--- src/rtl/ci_mul_dispatcher_pkg.sv ---
// Shared types and constants for the multiplier custom-instruction dispatcher.
// The Q8 helpers are only used when CI_MUL_DISPATCHER_Q8_EN is defined.
package ci_mul_dispatcher_pkg;

  typedef enum logic [1:0] {
    ST_IDLE  = 2'd0,
    ST_ISSUE = 2'd1,
    ST_WAIT  = 2'd2,
    ST_HOLD  = 2'd3
  } state_e;

  typedef struct packed {
    logic [15:0] a;
    logic [15:0] b;
  } op_pair_t;

  localparam logic [31:0] Q8_SAT_POS = 32'h0000_7FFF;
  localparam logic [31:0] Q8_SAT_NEG = 32'hFFFF_8000;

  // Rescale a Q16.16 product to Q8.8, clamping to the signed 16-bit range.
  function automatic logic [31:0] q8_scale(input logic [31:0] prod);
    logic signed [31:0] shifted_s;
    shifted_s = $signed(prod) >>> 8;
    if (shifted_s > 32'sd32767) begin
      q8_scale = Q8_SAT_POS;
    end else if (shifted_s < -32'sd32768) begin
      q8_scale = Q8_SAT_NEG;
    end else begin
      q8_scale = {{16{shifted_s[15]}}, shifted_s[15:0]};
    end
  endfunction

endpackage

--- src/rtl/ci_op_fifo.sv ---
// Parametric synchronous FIFO for operand pairs; full/empty are registered flags.
// A push while full is dropped even if a pop happens in the same cycle.
module ci_op_fifo #(
  parameter int DEPTH = 4,
  parameter int WIDTH = 32
) (
  input  logic             clk,
  input  logic             rst_n,
  input  logic             push,
  input  logic             pop,
  input  logic [WIDTH-1:0] wdata,
  output logic [WIDTH-1:0] rdata,
  output logic             full,
  output logic             empty
);

  localparam int AW = (DEPTH > 1) ? $clog2(DEPTH) : 1;
  localparam int CW = AW + 1;

  logic [WIDTH-1:0] mem_r [DEPTH];
  logic [AW-1:0]    wr_ptr_r;
  logic [AW-1:0]    rd_ptr_r;
  logic [CW-1:0]    count_r;
  logic [CW-1:0]    count_next_s;
  logic             full_r;
  logic             empty_r;
  logic             push_ok_s;
  logic             pop_ok_s;

  assign push_ok_s = push & ~full_r;
  assign pop_ok_s  = pop & ~empty_r;
  assign rdata     = mem_r[rd_ptr_r];
  assign full      = full_r;
  assign empty     = empty_r;

  // Occupancy after this cycle's push/pop.
  always_comb begin
    count_next_s = count_r;
    if (push_ok_s && !pop_ok_s) begin
      count_next_s = count_r + CW'(1'b1);
    end else if (!push_ok_s && pop_ok_s) begin
      count_next_s = count_r - CW'(1'b1);
    end else begin
      count_next_s = count_r;
    end
  end

  // Storage, pointers and registered flags.
  always_ff @(posedge clk or negedge rst_n) begin
    if (!rst_n) begin
      for (int i = 0; i < DEPTH; i++) begin
        mem_r[i] <= '0;
      end
      wr_ptr_r <= '0;
      rd_ptr_r <= '0;
      count_r  <= '0;
      full_r   <= 1'b0;
      empty_r  <= 1'b1;
    end else begin
      if (push_ok_s) begin
        mem_r[wr_ptr_r] <= wdata;
        wr_ptr_r        <= wr_ptr_r + AW'(1'b1);
      end
      if (pop_ok_s) begin
        rd_ptr_r <= rd_ptr_r + AW'(1'b1);
      end
      count_r <= count_next_s;
      full_r  <= (count_next_s == CW'(DEPTH));
      empty_r <= (count_next_s == '0);
    end
  end

endmodule

--- src/rtl/ci_mul_dispatcher.sv ---
// Feeds queued operand pairs to the 16x16 multiplier CI one at a time, with a done-timeout.
// Define CI_MUL_DISPATCHER_Q8_EN to return saturated signed Q8.8 results instead of raw products.
module ci_mul_dispatcher
  import ci_mul_dispatcher_pkg::*;
#(
  parameter int FIFO_DEPTH = 4,
  parameter int TIMEOUT    = 31
) (
  input  logic        clk,
  input  logic        rst_n,
  input  logic        in_valid,
  output logic        in_ready,
  input  logic [15:0] in_a,
  input  logic [15:0] in_b,
  output logic        ci_clk_en,
  output logic        ci_start,
  output logic [15:0] ci_dataa,
  output logic [15:0] ci_datab,
  input  logic [31:0] ci_result,
  input  logic        ci_done,
  output logic        out_valid,
  input  logic        out_ready,
  output logic [31:0] out_result,
  output logic        out_err,
  output logic        err_sticky
);

  localparam logic [7:0] TMO_LIMIT = 8'(TIMEOUT);

  state_e      state_r;
  state_e      state_next_s;
  op_pair_t    push_pair_s;
  op_pair_t    head_pair_s;
  logic        fifo_pop_s;
  logic        fifo_full_s;
  logic        fifo_empty_s;
  logic [31:0] product_s;
  logic [7:0]  tmo_cnt_r;
  logic [15:0] dataa_r;
  logic [15:0] datab_r;
  logic [31:0] result_r;
  logic        err_r;
  logic        sticky_r;
  logic        start_r;
  logic        clk_en_r;
  logic        out_valid_r;

  assign push_pair_s = '{a: in_a, b: in_b};

  ci_op_fifo #(
    .DEPTH(FIFO_DEPTH),
    .WIDTH($bits(op_pair_t))
  ) u_fifo (
    .clk  (clk),
    .rst_n(rst_n),
    .push (in_valid),
    .pop  (fifo_pop_s),
    .wdata(push_pair_s),
    .rdata(head_pair_s),
    .full (fifo_full_s),
    .empty(fifo_empty_s)
  );

`ifdef CI_MUL_DISPATCHER_Q8_EN
  assign product_s = q8_scale(ci_result);
`else
  assign product_s = ci_result;
`endif

  assign in_ready   = ~fifo_full_s;
  assign ci_clk_en  = clk_en_r;
  assign ci_start   = start_r;
  assign ci_dataa   = dataa_r;
  assign ci_datab   = datab_r;
  assign out_valid  = out_valid_r;
  assign out_result = result_r;
  assign out_err    = err_r;
  assign err_sticky = sticky_r;

  // Next-state logic; the FIFO is popped only on the IDLE->ISSUE transition.
  always_comb begin
    state_next_s = state_r;
    fifo_pop_s   = 1'b0;
    case (state_r)
      ST_IDLE: begin
        if (!fifo_empty_s) begin
          state_next_s = ST_ISSUE;
          fifo_pop_s   = 1'b1;
        end else begin
          state_next_s = ST_IDLE;
        end
      end
      ST_ISSUE: state_next_s = ST_WAIT;
      ST_WAIT: begin
        if (ci_done || (tmo_cnt_r == TMO_LIMIT)) begin
          state_next_s = ST_HOLD;
        end else begin
          state_next_s = ST_WAIT;
        end
      end
      ST_HOLD: begin
        if (out_ready) begin
          state_next_s = ST_IDLE;
        end else begin
          state_next_s = ST_HOLD;
        end
      end
      default: state_next_s = ST_IDLE;
    endcase
  end

  // State register.
  always_ff @(posedge clk or negedge rst_n) begin
    if (!rst_n) begin
      state_r <= ST_IDLE;
    end else begin
      state_r <= state_next_s;
    end
  end

  // Registered CI controls and result path; controls are decoded from the next state so they line up with it.
  always_ff @(posedge clk or negedge rst_n) begin
    if (!rst_n) begin
      start_r     <= 1'b0;
      clk_en_r    <= 1'b0;
      out_valid_r <= 1'b0;
      dataa_r     <= 16'd0;
      datab_r     <= 16'd0;
      tmo_cnt_r   <= 8'd0;
      result_r    <= 32'd0;
      err_r       <= 1'b0;
      sticky_r    <= 1'b0;
    end else begin
      start_r     <= (state_next_s == ST_ISSUE);
      clk_en_r    <= (state_next_s == ST_ISSUE) || (state_next_s == ST_WAIT);
      out_valid_r <= (state_next_s == ST_HOLD);
      if (fifo_pop_s) begin
        dataa_r <= head_pair_s.a;
        datab_r <= head_pair_s.b;
      end
      case (state_r)
        ST_ISSUE: tmo_cnt_r <= 8'd0;
        ST_WAIT: begin
          if (ci_done) begin
            result_r <= product_s;
            err_r    <= 1'b0;
          end else if (tmo_cnt_r == TMO_LIMIT) begin
            result_r <= 32'd0;
            err_r    <= 1'b1;
            sticky_r <= 1'b1;
          end else begin
            tmo_cnt_r <= tmo_cnt_r + 8'd1;
          end
        end
        default: tmo_cnt_r <= tmo_cnt_r;
      endcase
    end
  end

endmodule
--- config.mk ---
export PLATFORM = sky130hd
export DESIGN_NAME = ci_mul_dispatcher
export DESIGN_NICKNAME = d
export VERILOG_FILES = /design/src/rtl/ci_mul_dispatcher_pkg.sv /design/src/rtl/ci_op_fifo.sv /design/src/rtl/ci_mul_dispatcher.sv
export SDC_FILE = /design/constraint.sdc
export NUM_CORES = 1
export LEC_CHECK = 0
export CORE_ASPECT_RATIO = 1.5
export CORE_MARGIN = 10
export CORE_UTILIZATION = 54
export DETAILED_ROUTE_END_ITERATION = 16
export GPL_TIMING_DRIVEN = 0
export PLACE_DENSITY = 0.86
export SYNTH_ARGS = -nofsm -noshare
export SYNTH_HDL_FRONTEND = slang
export SYNTH_SLANG_ARGS = --single-unit
--- constraint.sdc ---
create_clock -name clk -period 2.6 [get_ports clk]
set_clock_uncertainty 0.15 [all_clocks]
set_input_delay 0.52 -clock clk [delete_from_list [all_inputs] [get_ports clk]]
set_output_delay 0.52 -clock clk [all_outputs]
set_load 0.05 [all_outputs]
==> summary.md <==
| Metric | Value |
|---|---|
| Initial antenna violation count | `1` |
| Min-Delay Startpoint | `err_sticky$_DFFE_PN0P_` |
| Layout cells sized above 1 | `a little over a quarter` |
| R2R setup slack | `410 ps` |
| Delay-heaviest family, CP | `buffers and inverters` |
| H-tree Lvls | `1` |
| Total number of vias | `about 5800` |
| Top-Level Pins | `roughly 140` |
| Die height | `approximately 180 µm` |
| # clock sinks | `between 200 and 250` |
| Drt drc | `0` |
| Worst EP arrival | `1740 ps` |
| PortBufs | `roughly 140` |
| Startpoint Class | `flop` |
| CTS Root Cell | `clkbuf_16` |
| Initial Util | `54.6%` |
| Worst r2r dst | `ci_clk_en$_DFF_PN0_` |
| Flops & latches, synth | `around 220` |
| GRT Resource Usage Total | `a little under a fifth` |
| Pleak | `0.00508 µW` |
| Post-placement cell count | `slightly below 1000` |
| Final setup viols | `0` |
| Worst r2r src | `tmo_cnt_r[1]$_DFFE_PN0P_` |
| EDFF count, synth | `0` |
| Critical path peak fanout | `3` |
| Critical Path Start | `u_fifo.full$_DFF_PN0_` |
| First-pass GRT wire length | `34500 µm` |
| Hold crit path type | `flop to flop` |
| Final non-filler cell total | `1024` |
| Core area | `approximately 17000 µm²` |
| Ys async rst share | `between 90% and 100%` |
| Number of DRC markers in iteration 0 | `around 340` |
| Max VDD drop | `between 0.8 and 0.9 mV` |
| Drt via density | `~5.7` |
| Post-route ant nets | `0` |
| Final nets | `between 800 and 900` |
| Die area | `around 22000 µm²` |
| Post-Syn Area | `slightly above 9000 µm²` |
| Yosys warnings | `0` |
| Hold Path End | `err_sticky$_DFFE_PN0P_` |
| WS Path Type | `flop to output pin` |
| RSZ-0062 raised after global routing | `false` |
| Area occupied by registers | `around 5400 µm²` |
| Fillers | `between 1000 and 1500` |
| Clk_lat worst skew | `roughly 490 ps` |
| Total Power | `approximately 16000 µW` |
| Worst r2r path cells | `7` |
| DRT Wirelength | `around 21000 µm` |
| Headroom to the max-slew limit | `between 50% and 60%` |
| Critical path, cell by cell | `inv_1 -> clkdlybuf4s50_1` |
| First-pass DRT Iterations | `4` |
| Top FF cell, synth | `dfrtp_1` |
| Syn Area/Cell | `about 14 µm²` |
| Largest net degree at the start of global routing | `approximately 140` |
| Clock transition at the registers of the reported paths | `60 ps` |
| Fmax | `416 MHz` |
| Critical path required time | `1930 ps` |
| Sum Neg Setup Slack | `0 ps` |
| Max-slew violation count | `0` |
| Clock buffer depth | `3` |
| Cell count after synthesis | `roughly 640` |
| Hold Path Depth | `1` |
| Synth Net Count | `approximately 720` |
| PwrDens | `approximately 1400 nW/µm²` |
| Max-cap violation count | `0` |
| P&R area growth vs syn | `26.2%` |
| CTS tree | `built` |
| Footprint of the multi-input gates | `approximately 3400 µm²` |
| Total setup buffers inserted after CTS | `0` |
| Grt ovf | `0` |
| FP Rows | `58` |
| Synth unique cells | `45` |
| Dpl hpwl | `15100 µm` |
| Tcrit/Tclk final | `around 93%` |
| GPL Wtd Cong | `approximately 0.9` |
| Status | `completed` |
| Tmin final | `around 2400 ps` |
| Routed len/inst | `approximately 21 µm` |
| WP buf/inv | `2` |
| CTS Buf Count | `20` |
| Worst-Margin Slew | `between 700 and 800 ps` |
| Largest stage delay, worst path | `approximately 800 ps` |
| Crit-path slowest cell | `clkdlybuf4s50_1` |
| Die width | `around 130 µm` |
| Worst setup EP type | `output pin` |
| Seq/Total Area, Yosys | `between 50% and 60%` |
| Hold Fails Final Rpt | `0` |
| Number of global-route vias before repair | `6596` |
sequential cells by signal, summed over array words and instances (netlist names):
register         flops
ci_datab            16
u_fifo.count_r       3
state_r              2
out_valid            1
tmo_cnt_r            8
u_fifo.full          1
u_fifo.empty         1
ci_clk_en            1
ci_dataa            16
u_fifo.mem_r       128
out_result          32
ci_start             1
out_err              1
u_fifo.rd_ptr_r      2
err_sticky           1
u_fifo.wr_ptr_r      2
cells by family (layout without fill, tap and decap cells):
kind of cell               after synthesis  count (layout)  share of synthesized area [%]
AOI/OAI and AO/OA                       56              56                           4.94
xor gates and xnor gates                 5               5                          0.483
adders and majority gates                9               9                           1.24
buffers and inverters                   45             220                           2.40
DFF                                    216             216                           59.6
muxes                                  162             162                           24.1
other                                    0               2                              0
and+or+nand+nor                        144             144                           7.23
cell type report:
class,instances,share of cell area (%)
flip-flops and latches,216,47.3
well taps,210,2.30
repair buffers,140,12.4
clock buffers,28,5.17
multi-input cells,376,30.1
clock inverters,7,0.787
inverters,7,0.230
diodes,2,0.0437
plain buffers,38,1.67
worst max path at each step:
stage	cells after the start	end
floorplan	6	u_fifo.empty$_DFF_PN1_
global placement	1	u_fifo.mem_r[103]$_DFFE_PN0P_
detailed placement	6	u_fifo.mem_r[25]$_DFFE_PN0P_
CTS	2	in_ready
global route	2	in_ready
finish	2	in_ready
report_power, final:
part / total, µW / switching, µW / internal [µW] / leakage, µW
clock network: 3010 / 1220 / 1790 / 0.000331
registers: 5860 / 872 / 4990 / 0.00263
logic: 7340 / 4030 / 3310 / 0.00213
cell usage in the layout, fill, tap and decap left out, types with 4 or more instances in the layout:
cell type,netlist,routed
mux2_1,15,15
clkbuf_1,8,11
inv_1,7,7
nor2b_1,4,4
mux2_2,113,113
nand2_1,113,113
nor2_1,4,4
ha_1,9,9
xnor2_1,5,5
clkbuf_8,0,4
clkdlybuf4s50_1,0,137
clkbuf_16,0,21
o211ai_1,5,5
dfrtp_1,215,215
mux4_2,32,32
a22o_1,32,32
o31ai_1,4,4
buf_2,24,24
repair_timing:
action,4_1_cts,5_1_grt
hold endpoints to repair,81,0
gates resized for setup,0,0
hold buffers,1,0
endpoints found under the setup margin,0,0
Yosys cell counts, types with 2 or more instances:
master      n  area share (%)
ha_1        9             1.2
nor3_2      2            0.22
buf_2      24             1.3
nor4b_1     2            0.19
mux2i_1     2            0.22
xnor2_1     5            0.48
clkbuf_1    8            0.33
mux2_1     15             1.9
nor2_1      4            0.17
and3_1      2            0.14
o31ai_1     4            0.33
nor2b_1     4            0.28
a22o_1     32             3.1
o21ai_1     3            0.17
nand2_1   113             4.7
buf_6       2            0.25
nor3_1      3            0.17
nand2b_1    2            0.14
a21o_1      2            0.17
buf_1       3            0.12
nand4_1     2            0.14
o211ai_1    5            0.41
inv_1       7            0.29
mux4_2     32             7.9
o21ai_0     3            0.17
and2_1      2            0.14
dfrtp_1   215              59
mux2_2    113              14
layer usage:
metal / vias up / part of all wire (%) / track usage, %
li1: 2590 / - / -
met1: 3037 / 38 / 20.3
met2: 166 / 55 / 35.4
met3: 34 / 5.6 / 4.17
met4: 0 / 2.1 / 6.14
met5: - / 0 / 0
worst reg2reg max path, delay by kind of cell, from the launching register on:
family | cells | cell delay (ps)
adder cells (fa/ha/maj) | 2 | 470
buffers and inverters | 1 | 50
flip-flops | 1 | 400
AND/OR/NAND/NOR | 3 | 840
AO/OA/AOI/OAI | 1 | 220
stage by stage:
step | setup slack (ps) | area, µm² | hold slack, ps | util (%)
floorplan | 744 | 9070 | 74.4 | -
global placement | -7300 | 10700 | 296 | 64.4
detailed placement | 83.8 | 10700 | 298 | 64.6
CTS | 161 | 11400 | 313 | 68.8
global route | 141 | 11400 | 336 | 68.8
finish | 194 | 11400 | 310 | 68.8
No activity file was read; power rests on OpenSTA's default activity.
